$ cat src/rtl/rio_tx_arbiter_if.sv
// Source-side and link-side signals of the RIO tx arbiter, bundled for port hookup.
// master = arbiter side, slave = sources/link side.
interface rio_tx_arbiter_if #(
  parameter int DATA_WIDTH = 16,
  parameter int NUM_SRC    = 4,
  parameter int PTR_W      = 2
);
  logic [NUM_SRC-1:0]            i_src_req;
  logic [NUM_SRC-1:0]            i_src_valid;
  logic [NUM_SRC-1:0]            i_src_sop;
  logic [NUM_SRC-1:0]            i_src_eop;
  logic [NUM_SRC*DATA_WIDTH-1:0] i_src_data;
  logic [NUM_SRC-1:0]            o_src_rdy;
  logic                          o_tx_valid;
  logic                          o_tx_sop;
  logic                          o_tx_eop;
  logic [DATA_WIDTH-1:0]         o_tx_data;
  logic                          i_tx_rdy;
  logic [PTR_W-1:0]              o_grant_id;
  logic                          o_busy;
  logic                          o_err;

  modport master (
    input  i_src_req, i_src_valid, i_src_sop, i_src_eop, i_src_data, i_tx_rdy,
    output o_src_rdy, o_tx_valid, o_tx_sop, o_tx_eop, o_tx_data,
           o_grant_id, o_busy, o_err
  );

  modport slave (
    output i_src_req, i_src_valid, i_src_sop, i_src_eop, i_src_data, i_tx_rdy,
    input  o_src_rdy, o_tx_valid, o_tx_sop, o_tx_eop, o_tx_data,
           o_grant_id, o_busy, o_err
  );
endinterface

$ cat src/rtl/rio_tx_arbiter.sv
// Packet-atomic round-robin arbiter: grants one source, then forwards its whole
// SOP..EOP burst onto the tx link through a single output register stage.
module rio_tx_arbiter #(
  parameter int DATA_WIDTH  = 16,
  parameter int NUM_SRC     = 4,
  parameter int PTR_W       = 2,
  parameter int SOP_TIMEOUT = 15
) (
  input logic              clk,
  input logic              rst,
  rio_tx_arbiter_if.master bus
);

  localparam logic [4:0] ARB_IDLE  = 5'b00001;
  localparam logic [4:0] ARB_GRANT = 5'b00010;
  localparam logic [4:0] ARB_WAIT  = 5'b00100;
  localparam logic [4:0] ARB_PASS  = 5'b01000;
  localparam logic [4:0] ARB_GAP   = 5'b10000;

  logic [4:0]            state_q, state_d;
  logic [PTR_W-1:0]      ptr_q, ptr_d;
  logic [PTR_W-1:0]      grant_q, grant_d;
  logic [7:0]            cnt_q, cnt_d;
  logic                  tx_valid_q, tx_valid_d;
  logic                  tx_sop_q, tx_sop_d;
  logic                  tx_eop_q, tx_eop_d;
  logic [DATA_WIDTH-1:0] tx_data_q, tx_data_d;
  logic                  err_q, err_d;

  logic [NUM_SRC-1:0]    gnt_mask;
  logic                  w_valid, w_sop, w_eop;
  logic [DATA_WIDTH-1:0] w_data;
  logic [PTR_W-1:0]      winner;
  logic [PTR_W-1:0]      cand;
  logic                  win_found;
  logic                  fwd;
  logic                  in_window;
  logic                  foreign;

  assign gnt_mask = NUM_SRC'(1) << grant_q;
  assign w_valid  = bus.i_src_valid[grant_q];
  assign w_sop    = bus.i_src_sop[grant_q];
  assign w_eop    = bus.i_src_eop[grant_q];

  always_comb begin
    w_data = '0;
    for (int i = 0; i < NUM_SRC; i++) begin
      if (grant_q == PTR_W'(i)) w_data = bus.i_src_data[i*DATA_WIDTH +: DATA_WIDTH];
    end
  end

  // Round-robin scan starting just after the last granted source.
  always_comb begin
    winner    = ptr_q;
    win_found = 1'b0;
    cand      = '0;
    for (int i = 1; i <= NUM_SRC; i++) begin
      cand = PTR_W'((int'(ptr_q) + i) % NUM_SRC);
      if (!win_found && bus.i_src_req[cand]) begin
        winner    = cand;
        win_found = 1'b1;
      end
    end
  end

  assign in_window = (state_q == ARB_WAIT) || (state_q == ARB_PASS);
  assign foreign   = |(bus.i_src_valid & (in_window ? ~gnt_mask : {NUM_SRC{1'b1}}));

  always_comb begin
    state_d = state_q;
    ptr_d   = ptr_q;
    grant_d = grant_q;
    cnt_d   = cnt_q;
    fwd     = 1'b0;
    err_d   = foreign;
    case (state_q)
      ARB_IDLE: begin
        if (bus.i_tx_rdy && win_found) begin
          grant_d = winner;
          ptr_d   = winner;
          state_d = ARB_GRANT;
        end
      end
      ARB_GRANT: begin
        cnt_d   = 8'(SOP_TIMEOUT);
        state_d = ARB_WAIT;
      end
      ARB_WAIT: begin
        if (w_valid && w_sop) begin
          fwd     = 1'b1;
          state_d = w_eop ? ARB_GAP : ARB_PASS;
        end else if (cnt_q == 8'd0) begin
          err_d   = 1'b1;
          state_d = ARB_IDLE;
        end else begin
          cnt_d = cnt_q - 8'd1;
        end
      end
      ARB_PASS: begin
        if (w_valid) begin
          fwd = 1'b1;
          if (w_sop) err_d = 1'b1;
          if (w_eop) state_d = ARB_GAP;
        end
      end
      ARB_GAP:  state_d = ARB_IDLE;
      default:  state_d = ARB_IDLE;
    endcase
  end

  assign tx_valid_d = fwd;
  assign tx_sop_d   = fwd & w_sop;
  assign tx_eop_d   = fwd & w_eop;
  assign tx_data_d  = fwd ? w_data : '0;

  always_ff @(posedge clk or posedge rst) begin
    if (rst) begin
      state_q    <= ARB_IDLE;
      ptr_q      <= PTR_W'(NUM_SRC - 1);
      grant_q    <= '0;
      cnt_q      <= '0;
      tx_valid_q <= 1'b0;
      tx_sop_q   <= 1'b0;
      tx_eop_q   <= 1'b0;
      tx_data_q  <= '0;
      err_q      <= 1'b0;
    end else begin
      state_q    <= state_d;
      ptr_q      <= ptr_d;
      grant_q    <= grant_d;
      cnt_q      <= cnt_d;
      tx_valid_q <= tx_valid_d;
      tx_sop_q   <= tx_sop_d;
      tx_eop_q   <= tx_eop_d;
      tx_data_q  <= tx_data_d;
      err_q      <= err_d;
    end
  end

  assign bus.o_src_rdy  = (state_q == ARB_GRANT) ? gnt_mask : '0;
  assign bus.o_tx_valid = tx_valid_q;
  assign bus.o_tx_sop   = tx_sop_q;
  assign bus.o_tx_eop   = tx_eop_q;
  assign bus.o_tx_data  = tx_data_q;
  assign bus.o_grant_id = grant_q;
  assign bus.o_busy     = (state_q != ARB_IDLE);
  assign bus.o_err      = err_q;

endmodule

$ cat src/flat_wrapper.sv
// flat-port wrapper written by rule: the top's interface ports become plain ports
module rio_tx_arbiter_flat 
#(
  parameter int DATA_WIDTH  = 16,
  parameter int NUM_SRC     = 4,
  parameter int PTR_W       = 2,
  parameter int SOP_TIMEOUT = 15
)
  (clk, rst, bus_i_src_req, bus_i_src_valid, bus_i_src_sop, bus_i_src_eop, bus_i_src_data, bus_i_tx_rdy, bus_o_src_rdy, bus_o_tx_valid, bus_o_tx_sop, bus_o_tx_eop, bus_o_tx_data, bus_o_grant_id, bus_o_busy, bus_o_err);
  rio_tx_arbiter_if #(.DATA_WIDTH(DATA_WIDTH), .NUM_SRC(NUM_SRC), .PTR_W(PTR_W)) bus_i ();
  input logic clk;
  input logic rst;
  input wire logic [$bits(bus_i.i_src_req)-1:0] bus_i_src_req;
  input wire logic [$bits(bus_i.i_src_valid)-1:0] bus_i_src_valid;
  input wire logic [$bits(bus_i.i_src_sop)-1:0] bus_i_src_sop;
  input wire logic [$bits(bus_i.i_src_eop)-1:0] bus_i_src_eop;
  input wire logic [$bits(bus_i.i_src_data)-1:0] bus_i_src_data;
  input wire logic [$bits(bus_i.i_tx_rdy)-1:0] bus_i_tx_rdy;
  output wire logic [$bits(bus_i.o_src_rdy)-1:0] bus_o_src_rdy;
  output wire logic [$bits(bus_i.o_tx_valid)-1:0] bus_o_tx_valid;
  output wire logic [$bits(bus_i.o_tx_sop)-1:0] bus_o_tx_sop;
  output wire logic [$bits(bus_i.o_tx_eop)-1:0] bus_o_tx_eop;
  output wire logic [$bits(bus_i.o_tx_data)-1:0] bus_o_tx_data;
  output wire logic [$bits(bus_i.o_grant_id)-1:0] bus_o_grant_id;
  output wire logic [$bits(bus_i.o_busy)-1:0] bus_o_busy;
  output wire logic [$bits(bus_i.o_err)-1:0] bus_o_err;
  assign bus_i.i_src_req = bus_i_src_req;
  assign bus_i.i_src_valid = bus_i_src_valid;
  assign bus_i.i_src_sop = bus_i_src_sop;
  assign bus_i.i_src_eop = bus_i_src_eop;
  assign bus_i.i_src_data = bus_i_src_data;
  assign bus_i.i_tx_rdy = bus_i_tx_rdy;
  assign bus_o_src_rdy = bus_i.o_src_rdy;
  assign bus_o_tx_valid = bus_i.o_tx_valid;
  assign bus_o_tx_sop = bus_i.o_tx_sop;
  assign bus_o_tx_eop = bus_i.o_tx_eop;
  assign bus_o_tx_data = bus_i.o_tx_data;
  assign bus_o_grant_id = bus_i.o_grant_id;
  assign bus_o_busy = bus_i.o_busy;
  assign bus_o_err = bus_i.o_err;
  rio_tx_arbiter #(.DATA_WIDTH(DATA_WIDTH), .NUM_SRC(NUM_SRC), .PTR_W(PTR_W), .SOP_TIMEOUT(SOP_TIMEOUT)) u_core (.clk(clk), .rst(rst), .bus(bus_i));
endmodule
$ cat config.mk
export PLATFORM = sky130hd
export DESIGN_NAME = rio_tx_arbiter_flat
export DESIGN_NICKNAME = d
export VERILOG_FILES = /design/src/rtl/rio_tx_arbiter_if.sv /design/src/rtl/rio_tx_arbiter.sv /design/src/flat_wrapper.sv
export SDC_FILE = /design/constraint.sdc
export NUM_CORES = 1
export LEC_CHECK = 0
export CAP_MARGIN = 0
export CORE_UTILIZATION = 40
export CTS_CLUSTER_SIZE = 20
export DETAILED_ROUTE_END_ITERATION = 10
export HOLD_SLACK_MARGIN = 0.05
export PLACE_DENSITY = 0.91
export SLEW_MARGIN = 0
export SYNTH_ARGS = -nofsm -noshare
export SYNTH_HDL_FRONTEND = slang
export SYNTH_SLANG_ARGS = --single-unit
$ cat constraint.sdc
create_clock -name clk -period 4.45 [get_ports clk]
set_input_delay 1.335 -clock clk [delete_from_list [all_inputs] [get_ports clk]]
set_output_delay 1.335 -clock clk [all_outputs]
set_load 0.02 [all_outputs]
==> results.cfg, run 1 <==
[sta]
setup_viol = 0
finalCriticalPeriod_ns = 3.911
hold_viol = 0
final.setup.tns_ns = 0
max_clock_freq_ghz = 0.2557
finalMaxSlewViolations = 0
rsz0062_at_grt = no
fin_crit_sh_pct = 87.89
relSlewSlack_pct = 42.36
tightest_slew_ns = 0.8594
fin_skew_ns = 0.008322

[outcome]
outcome = finished, final reports clean

[logic_synthesis]
synthesis.area_mm2 = 0.002181
async_flop_share_pct = 100.0
synth_edf_count = 0
synth_flop_cell = dfrtp_1
synth_cell_types = 45
yosysWarnings = 0
syn_area_per_cell_um2 = 11.24
syn-num-nets = 279
yosysSeqAreaShare_pct = 42.63
synthCells = 194
ys_seq_elements = 37

[power_and_ir_drop]
intPower_uw = 974.5
switching_power_uw = 511.9
switching_share_pct = 34.44
p_leak_uw = 0.001403
power.density_mw_per_mm2 = 428.7
pwr-share-comb_pct = 46.2
ir_drop_v = 0.0002341
power_frac_seq_pct = 33.6
clkPwrFrac_pct = 20.2

[critical_path]
rr_startpoint = u_core.bus.o_grant_id[0]
crit_type = reg2out
cp.arrival_ns = 2.58
timing.rr.end = u_core.cnt_q[3]
cp_max_fo = 8
critPathLaunch = u_core.state_q[2]
critPathLaunchType = flip-flop
required_ns = 3.12
end_kind = output pin
rr_worst_depth = 5
rrSetupSlack_ns = 1.45

[grt]
grt_pass1_wl_mm = 9.025
grt-ovfl-total = 0
antenna_found_initial = 0
grt_pass1_vias = 2059
grt_max_degree = 38
grt_usage_pct = 21.18

[cts]
clkTransAtPathRegs_ns = 0.07
root_buffer = clkbuf_8
cts_resized = 0
clkLatencyLatePin_ns = 0.28
cts-buffers-inserted = 5
cts_tree = yes
ctsHoldBuffers = 0
clockBufferDepth = 2
cts_setup_buffers = 0
cts_sinks = 37
cts.htree.levels = 2

[drt]
drt_iter0_drc = 84
wl_mm = 5.687
ant_nets = 0
via_per_inst = 5.367
wire_per_inst_um = 15.13
routed-via-count = 2018
drc = 0
drtPass1Iterations = 5

[run]
maxCapViolations = 0

[final_layout]
n_antenna_cell = 0
nFillCells = 384
layout_common_cells = clkdlybuf4s50_1, dfrtp_1, mux4_2
stdcell_area_mm2 = 0.003467
nets = 390
final_common_cell = clkdlybuf4s50_1
drive_gt1_share_pct = 12.75
area_delta_synth_final_pct = 58.98

[floorplan]
coreArea_mm2 = 0.005172
die_h_um = 75.84
die_w_um = 75.84
top_level_ports = 110
initial_utilization_pct = 42.16
rows = 26
die-area_mm2 = 0.005752

[placed_design]
port_buffers = 109
dpl-instance-area_mm2 = 0.003347
dp_hpwl_mm = 4.444
place.gp.congestion = 0.8920

[hold_path]
hold_end = u_core.ptr_q[1]
min_path_cells = 2
min_path_type = reg2reg
min_from = u_core.ptr_q[1]
[logic make-up after synthesis]
logic type,count (synthesis),synth area share (%)
multiplexers,20,20.08
AND/OR/NAND/NOR,76,19.97
XOR/XNOR,2,0.8034
adder cells (fa/ha/maj),2,1.147
flip-flops,37,42.63
AO/OA/AOI/OAI,38,11.70
buffers and inverters,19,3.672
[worst max-delay path by stage]
stage                     slack (ns)               end
after floorplan                 1.23  bus_o_src_rdy[0]
after global placement          0.92  bus_o_src_rdy[0]
after detailed placement        0.89  bus_o_src_rdy[0]
after CTS                       0.55  bus_o_src_rdy[0]
after global routing            0.45  bus_o_src_rdy[0]
final                           0.54  bus_o_src_rdy[0]
[power groups by stage]
stage | clock, uW | combinational (uW) | sequential [uW]
CTS | 304 | 692 | 500
floorplan | 0 | 486 | 482
finish | 300 | 686 | 500
global route | 319 | 746 | 515
detailed placement | 0 | 687 | 505
global placement | 0 | 671 | 501
[Yosys cell counts, drive strengths merged, types with 3 or more instances]
cell / count / share of area (%)
a211oi: 3 / 1.0
a21oi: 11 / 2.5
a31oi: 3 / 0.86
and2: 3 / 0.86
and3: 3 / 0.86
clkbuf: 7 / 1.2
dfrtp: 34 / 39
dfstp: 3 / 3.6
inv: 10 / 1.7
mux4: 19 / 20
nand2: 9 / 1.5
nand2b: 3 / 0.86
nand3: 3 / 0.69
nor2: 13 / 2.2
nor2b: 18 / 5.2
nor3: 3 / 0.69
o211ai: 3 / 1.3
o21ai: 7 / 1.6
o31ai: 3 / 1.0
or2: 3 / 0.86
or3: 3 / 0.86
or4: 4 / 1.4
[sequential cells by signal, summed over array words and instances, names as in the netlist]
name and count:
u_core.bus.o_err 1, u_core.bus.o_grant_id 2, u_core.bus.o_tx_data 16, u_core.bus.o_tx_eop 1, u_core.bus.o_tx_sop 1, u_core.bus.o_tx_valid 1, u_core.cnt_q 8, u_core.ptr_q 2
u_core.state_q 5
[final cells by class]
type | instances | area, um^2 | share of cell area, %
Multi-Input combinational cell | 138 | 1171 | 33.78
Timing Repair Buffer | 113 | 1121 | 32.33
Inverter | 10 | 37.54 | 1.083
Clock buffer | 6 | 82.58 | 2.382
Tap cell | 70 | 87.58 | 2.526
Clock inverter | 2 | 37.54 | 1.083
Sequential cell | 37 | 929.6 | 26.81
[worst max-delay path: stages, from the launching register on]
cell             delay [ns]
dfrtp_1                0.45
or4b_2                 0.70
or2_1                  0.32
nor3_1                 0.20
clkdlybuf4s50_1        0.64
[routing by layer]
layer / vias up / routed length (um) / GRT usage (%)
li1: 954 / - / -
met1: 971 / 2112 / 23.10
met2: 89 / 3076 / 38.35
met3: 4 / 455 / 7.407
met4: 0 / 42 / 6.790
met5: - / 0 / 0
[stage by stage]
stage                     std cells  total power [uW]  setup slack (ns)  hold WS, ns  utilization (%)
after global placement          368              1172            0.9227       0.4705            64.71
final                           376              1486            0.5391       0.4912            67.03
after global routing            376              1580            0.4540       0.5250            67.03
after CTS                       376              1496            0.5458       0.4892            67.03
after floorplan                 194             967.9             1.230       0.4590                -
after detailed placement        368              1192            0.8850       0.4784            64.71
Note: power is estimated with default switching activity, not from simulation.
==> run 2, diff against run 1 <==
--- a/config.mk
+++ b/config.mk
@@ -5,12 +5,11 @@
 export SDC_FILE = /design/constraint.sdc
 export NUM_CORES = 1
 export LEC_CHECK = 0
-export CAP_MARGIN = 0
-export CORE_UTILIZATION = 40
+export CORE_UTILIZATION = 43
 export CTS_CLUSTER_SIZE = 20
 export DETAILED_ROUTE_END_ITERATION = 10
 export HOLD_SLACK_MARGIN = 0.05
-export PLACE_DENSITY = 0.91
+export PLACE_DENSITY = 0.95
 export SLEW_MARGIN = 0
 export SYNTH_ARGS = -nofsm -noshare
 export SYNTH_HDL_FRONTEND = slang
==> results.cfg, run 2 (synthesized netlist as in run 1, its figures left out) <==
[outcome]
outcome = finished, final reports clean

[final_layout]
n_antenna_cell = 0
nets = 390
instances_no_fill = 373
area_delta_synth_final_pct = 57.43
drive_gt1_share_pct = 12.09
nFillCells = 330
final_common_cell = clkdlybuf4s50_1
largest_reg_flops = 16
layout_common_cells = clkdlybuf4s50_1, dfrtp_1, mux4_2

[cts]
cts_tree = yes
clockBufferDepth = 2
cts_sinks = 37
clkTransAtPathRegs_ns = 0.07
root_buffer = clkbuf_8
cts_resized = 0
cts_setup_buffers = 0
cts-buffers-inserted = 5
cts.htree.levels = 2
ctsHoldBuffers = 0
clkLatencyLatePin_ns = 0.29

[power_and_ir_drop]
power.density_mw_per_mm2 = 418.3
ir_drop_v = 0.0002914
p_leak_uw = 0.001391

[grt]
grt_pass1_vias = 2054
antenna_found_initial = 0
grt-ovfl-total = 0
grt_usage_pct = 24.40
grt_max_degree = 27
grt_pass1_wl_mm = 9.535

[critical_path]
required_ns = 3.12
path_depth = 4
crit_path_max_incr_delay_ns = 0.70
rr_worst_depth = 5
crit_chain = or4b_2, or2_1, nor3_1, clkdlybuf4s50_1
cp.arrival_ns = 2.57
slowest_stage = or4b_2
critPathLaunchType = flip-flop
end_kind = output pin
cp_num_buf_inv = 1
crit_type = reg2out
cp_max_fo = 8
critical-path-top-delay-family = simple AND/OR/NAND/NOR gates

[drt]
ant_nets = 0
drc = 0
drt_iter0_drc = 140
drtPass1Iterations = 4
wire_per_inst_um = 16.15
routed-via-count = 2077
via_per_inst = 5.568
wl_mm = 6.025

[sta]
finalCriticalPeriod_ns = 3.909
fin_skew_ns = 0.002578
fin_ws_ns = 0.5408
rsz0062_at_grt = no
setup_viol = 0
fin_crit_sh_pct = 87.85
final.setup.tns_ns = 0
finalMaxSlewViolations = 0
max_clock_freq_ghz = 0.2558
tightest_slew_ns = 0.9737
relSlewSlack_pct = 35.02
hold_viol = 0

[floorplan]
initial_utilization_pct = 45.57
rows = 25
die-area_mm2 = 0.005360
coreArea_mm2 = 0.004786
die_w_um = 73.22
top_level_ports = 110
die_h_um = 73.22

[placed_design]
dp_hpwl_mm = 4.664
dp_cells = 365
port_buffers = 109
dp_slack_ns = 0.8788
place.gp.congestion = 0.8861

[hold_path]
min_path_type = reg2reg
min_path_cells = 2

[run]
maxCapViolations = 0
-- run 2: cell count changes in the layout (fill, tap and decap cells not counted), sizes merged --
| cell | before | now |
|---|---|---|
| bufinv | 1 | 0 |
| clkbuf | 6 | 8 |
| clkinvlp | 1 | 0 |
-- run 2: cell type report --
class	instances	area (um^2)	share of cell area (%)
Sequential cell	37	929.6	27.08
Clock buffer	8	90.09	2.624
Timing Repair Buffer	113	1121	32.65
Inverter	10	37.54	1.093
Multi-Input combinational cell	138	1171	34.11
Tap cell	67	83.83	2.442
-- run 2: final timing paths --
path,start,to,slack [ns]
worst min register to register,u_core.ptr_q[0],u_core.ptr_q[0],0.52
worst max-delay path,u_core.state_q[2],bus_o_src_rdy[1],0.54
max in group asynchronous,rst,u_core.bus.o_tx_data[13],2.15
min in group asynchronous,rst,u_core.bus.o_tx_valid,1.58
worst min-delay path,u_core.ptr_q[0],u_core.ptr_q[0],0.52
worst max register to register,u_core.bus.o_grant_id[0],u_core.cnt_q[2],1.49
-- run 2: through the flow --
stage,hold WS [ns],utilization (%),cell area [um^2],power [uW]
after global placement,0.4706,69.86,3343,1166
after floorplan,0.4590,-,2181,967.9
after CTS,0.5187,71.74,3433,1441
after global routing,0.5601,71.74,3433,1530
final,0.5225,71.74,3433,1436
after detailed placement,0.5092,69.86,3343,1195
-- run 2: power by group --
group | leakage [uW] | internal, uW | switching, uW
combinational | 0.000871 | 383 | 315
clock | 0.0000455 | 126 | 114
sequential | 0.000475 | 410 | 87.6
total | 0.00139 | 919 | 517
-- run 2: tightest hold or removal path: cells and delay by family, from the launching register on --
family	cells	cell delay [ns]
flops	1	0.38
buf+inv	1	0.07
compound gates	1	0.06
-- run 2: layer usage --
metal | up-vias | global-route usage (%) | part of all wire (%)
met3 | 8 | 7.182 | 7.5
met1 | 1009 | 28.11 | 36
met2 | 110 | 43.42 | 55
li1 | 950 | - | -
met4 | 0 | 7.625 | 1.4
met5 | - | 0 | 0
==> run 3, diff against run 2 <==
--- a/config.mk
+++ b/config.mk
@@ -5,7 +5,9 @@
 export SDC_FILE = /design/constraint.sdc
 export NUM_CORES = 1
 export LEC_CHECK = 0
+export CAP_MARGIN = 20
 export CORE_UTILIZATION = 43
+export CTS_BUF_LIST = sky130_fd_sc_hd__clkbuf_8 sky130_fd_sc_hd__clkbuf_16
 export CTS_CLUSTER_SIZE = 20
 export DETAILED_ROUTE_END_ITERATION = 10
 export HOLD_SLACK_MARGIN = 0.05
==> results.cfg, run 3 (synthesized netlist as in run 1, its figures left out) <==
[power_and_ir_drop]
p_leak_uw = 0.001412
power.density_mw_per_mm2 = 413.9
finalPower_uw = 1433
ir_drop_v = 0.0002906

[sta]
fin_skew_ns = 0.002945
tightest_slew_ns = 0.8498
finalMaxSlewViolations = 0
final.setup.tns_ns = 0
setup_viol = 0
hold_viol = 0
fin_crit_sh_pct = 87.59
rsz0062_at_grt = no
max_clock_freq_ghz = 0.2565
relSlewSlack_pct = 43.18
finalCriticalPeriod_ns = 3.898
fin_ws_ns = 0.5521

[cts]
clkLatencyLatePin_ns = 0.28
cts_setup_buffers = 0
cts_tree = yes
clkTransAtPathRegs_ns = 0.07
cts.htree.levels = 2
cts_sinks = 37
root_buffer = clkbuf_8
ctsHoldBuffers = 0
clockBufferDepth = 2
cts_resized = 0
cts-buffers-inserted = 5

[final_layout]
layout_common_cells = clkdlybuf4s50_1, dfrtp_1, mux4_2
final_common_cell = clkdlybuf4s50_1
nets = 391
drive_gt1_share_pct = 12.38
nFillCells = 329
n_antenna_cell = 0
area_delta_synth_final_pct = 58.69
largest_reg_flops = 16

[critical_path]
required_ns = 3.12
timing.rr.end = u_core.cnt_q[2]
crit_chain = or4b_2, or2_1, nor3_1, clkdlybuf4s50_1
slowest_stage = or4b_2
rrSetupSlack_ns = 1.49
crit_path_max_incr_delay_ns = 0.70
critPathLaunchType = flip-flop
cp_max_fo = 8
critPathLaunch = u_core.state_q[2]
rr_startpoint = u_core.bus.o_grant_id[0]
end_kind = output pin
crit_type = reg2out
rr_worst_depth = 5
cp.arrival_ns = 2.56

[floorplan]
die_w_um = 73.22
top_level_ports = 110
die_h_um = 73.22
die-area_mm2 = 0.005360
coreArea_mm2 = 0.004786
initial_utilization_pct = 45.57
rows = 25

[outcome]
outcome = finished, final reports clean

[grt]
antenna_found_initial = 0
grt_max_degree = 27
grt-ovfl-total = 0
grt_usage_pct = 24.40
grt_pass1_wl_mm = 9.535
grt_pass1_vias = 2054

[drt]
dr_wl_met3_um = 493
routed-via-count = 2056
drt-met1-wl_mm = 2.161
drtPass1Iterations = 4
top_layer = met4
drc = 0
via_per_inst = 5.497
wire_per_inst_um = 16.12
ant_nets = 0
drt_iter0_drc = 133
met2WireLength_mm = 3.308
wl_mm = 6.028

[placed_design]
place.gp.congestion = 0.8861
dp_hpwl_mm = 4.664
port_buffers = 109
dp_slack_ns = 0.8788

[run]
maxCapViolations = 0

[hold_path]
min_from = u_core.ptr_q[0]
hold_end = u_core.ptr_q[0]
min_path_type = reg2reg
min_path_cells = 2
## run 3: cell count changes in the layout (fill, tap and decap cells not counted)
cell / delta
buf_16: +1
clkbuf_1: -2
inv_1: +2
## run 3: where the power goes
part	leakage, uW	switching [uW]	internal (uW)
sequential	0.000475	88.2	410
clock	0.0000538	113	122
combinational	0.000883	315	385
total	0.00141	516	917
## run 3: per-stage QoR
step / instances / cell area (um^2) / hold slack, ns / util, %
floorplan: 194 / 2181 / 0.4590 / -
global placement: 365 / 3343 / 0.4706 / 69.86
detailed placement: 365 / 3343 / 0.5092 / 69.86
CTS: 373 / 3433 / 0.5187 / 71.74
global route: 374 / 3461 / 0.5602 / 72.31
finish: 374 / 3461 / 0.5223 / 72.31
## run 3: layer usage
layer | up-vias | global-route usage, %
met5 | - | 0
met4 | 0 | 7.625
met1 | 997 | 28.11
met2 | 99 | 43.42
li1 | 954 | -
met3 | 6 | 7.182
## run 3: critical path, delay by kind of cell (launching register included)
| kind | cells | cell delay, ns |
|---|---|---|
| flops | 1 | 0.46 |
| simple gates | 3 | 1.19 |
| buf+inv | 1 | 0.63 |
## run 3: layout make-up
type                       count  area [um^2]  area share (%)
multi-input combinational    138         1171           33.84
timing repair buffer         114         1149           33.19
sequential                    37        929.6           26.86
tap                           67        83.83           2.422
clock buffer                   6        82.58           2.386
inverter                      10        37.54           1.085
clock inverter                 2        7.507          0.2169
## run 3: worst max path at each step
| stage | end | depth (start not counted) |
|---|---|---|
| after floorplan | bus_o_src_rdy[0] | 4 |
| final | bus_o_src_rdy[1] | 4 |
| after global routing | bus_o_src_rdy[0] | 4 |
| after CTS | bus_o_src_rdy[1] | 4 |
| after global placement | bus_o_src_rdy[1] | 4 |
| after detailed placement | bus_o_src_rdy[0] | 4 |
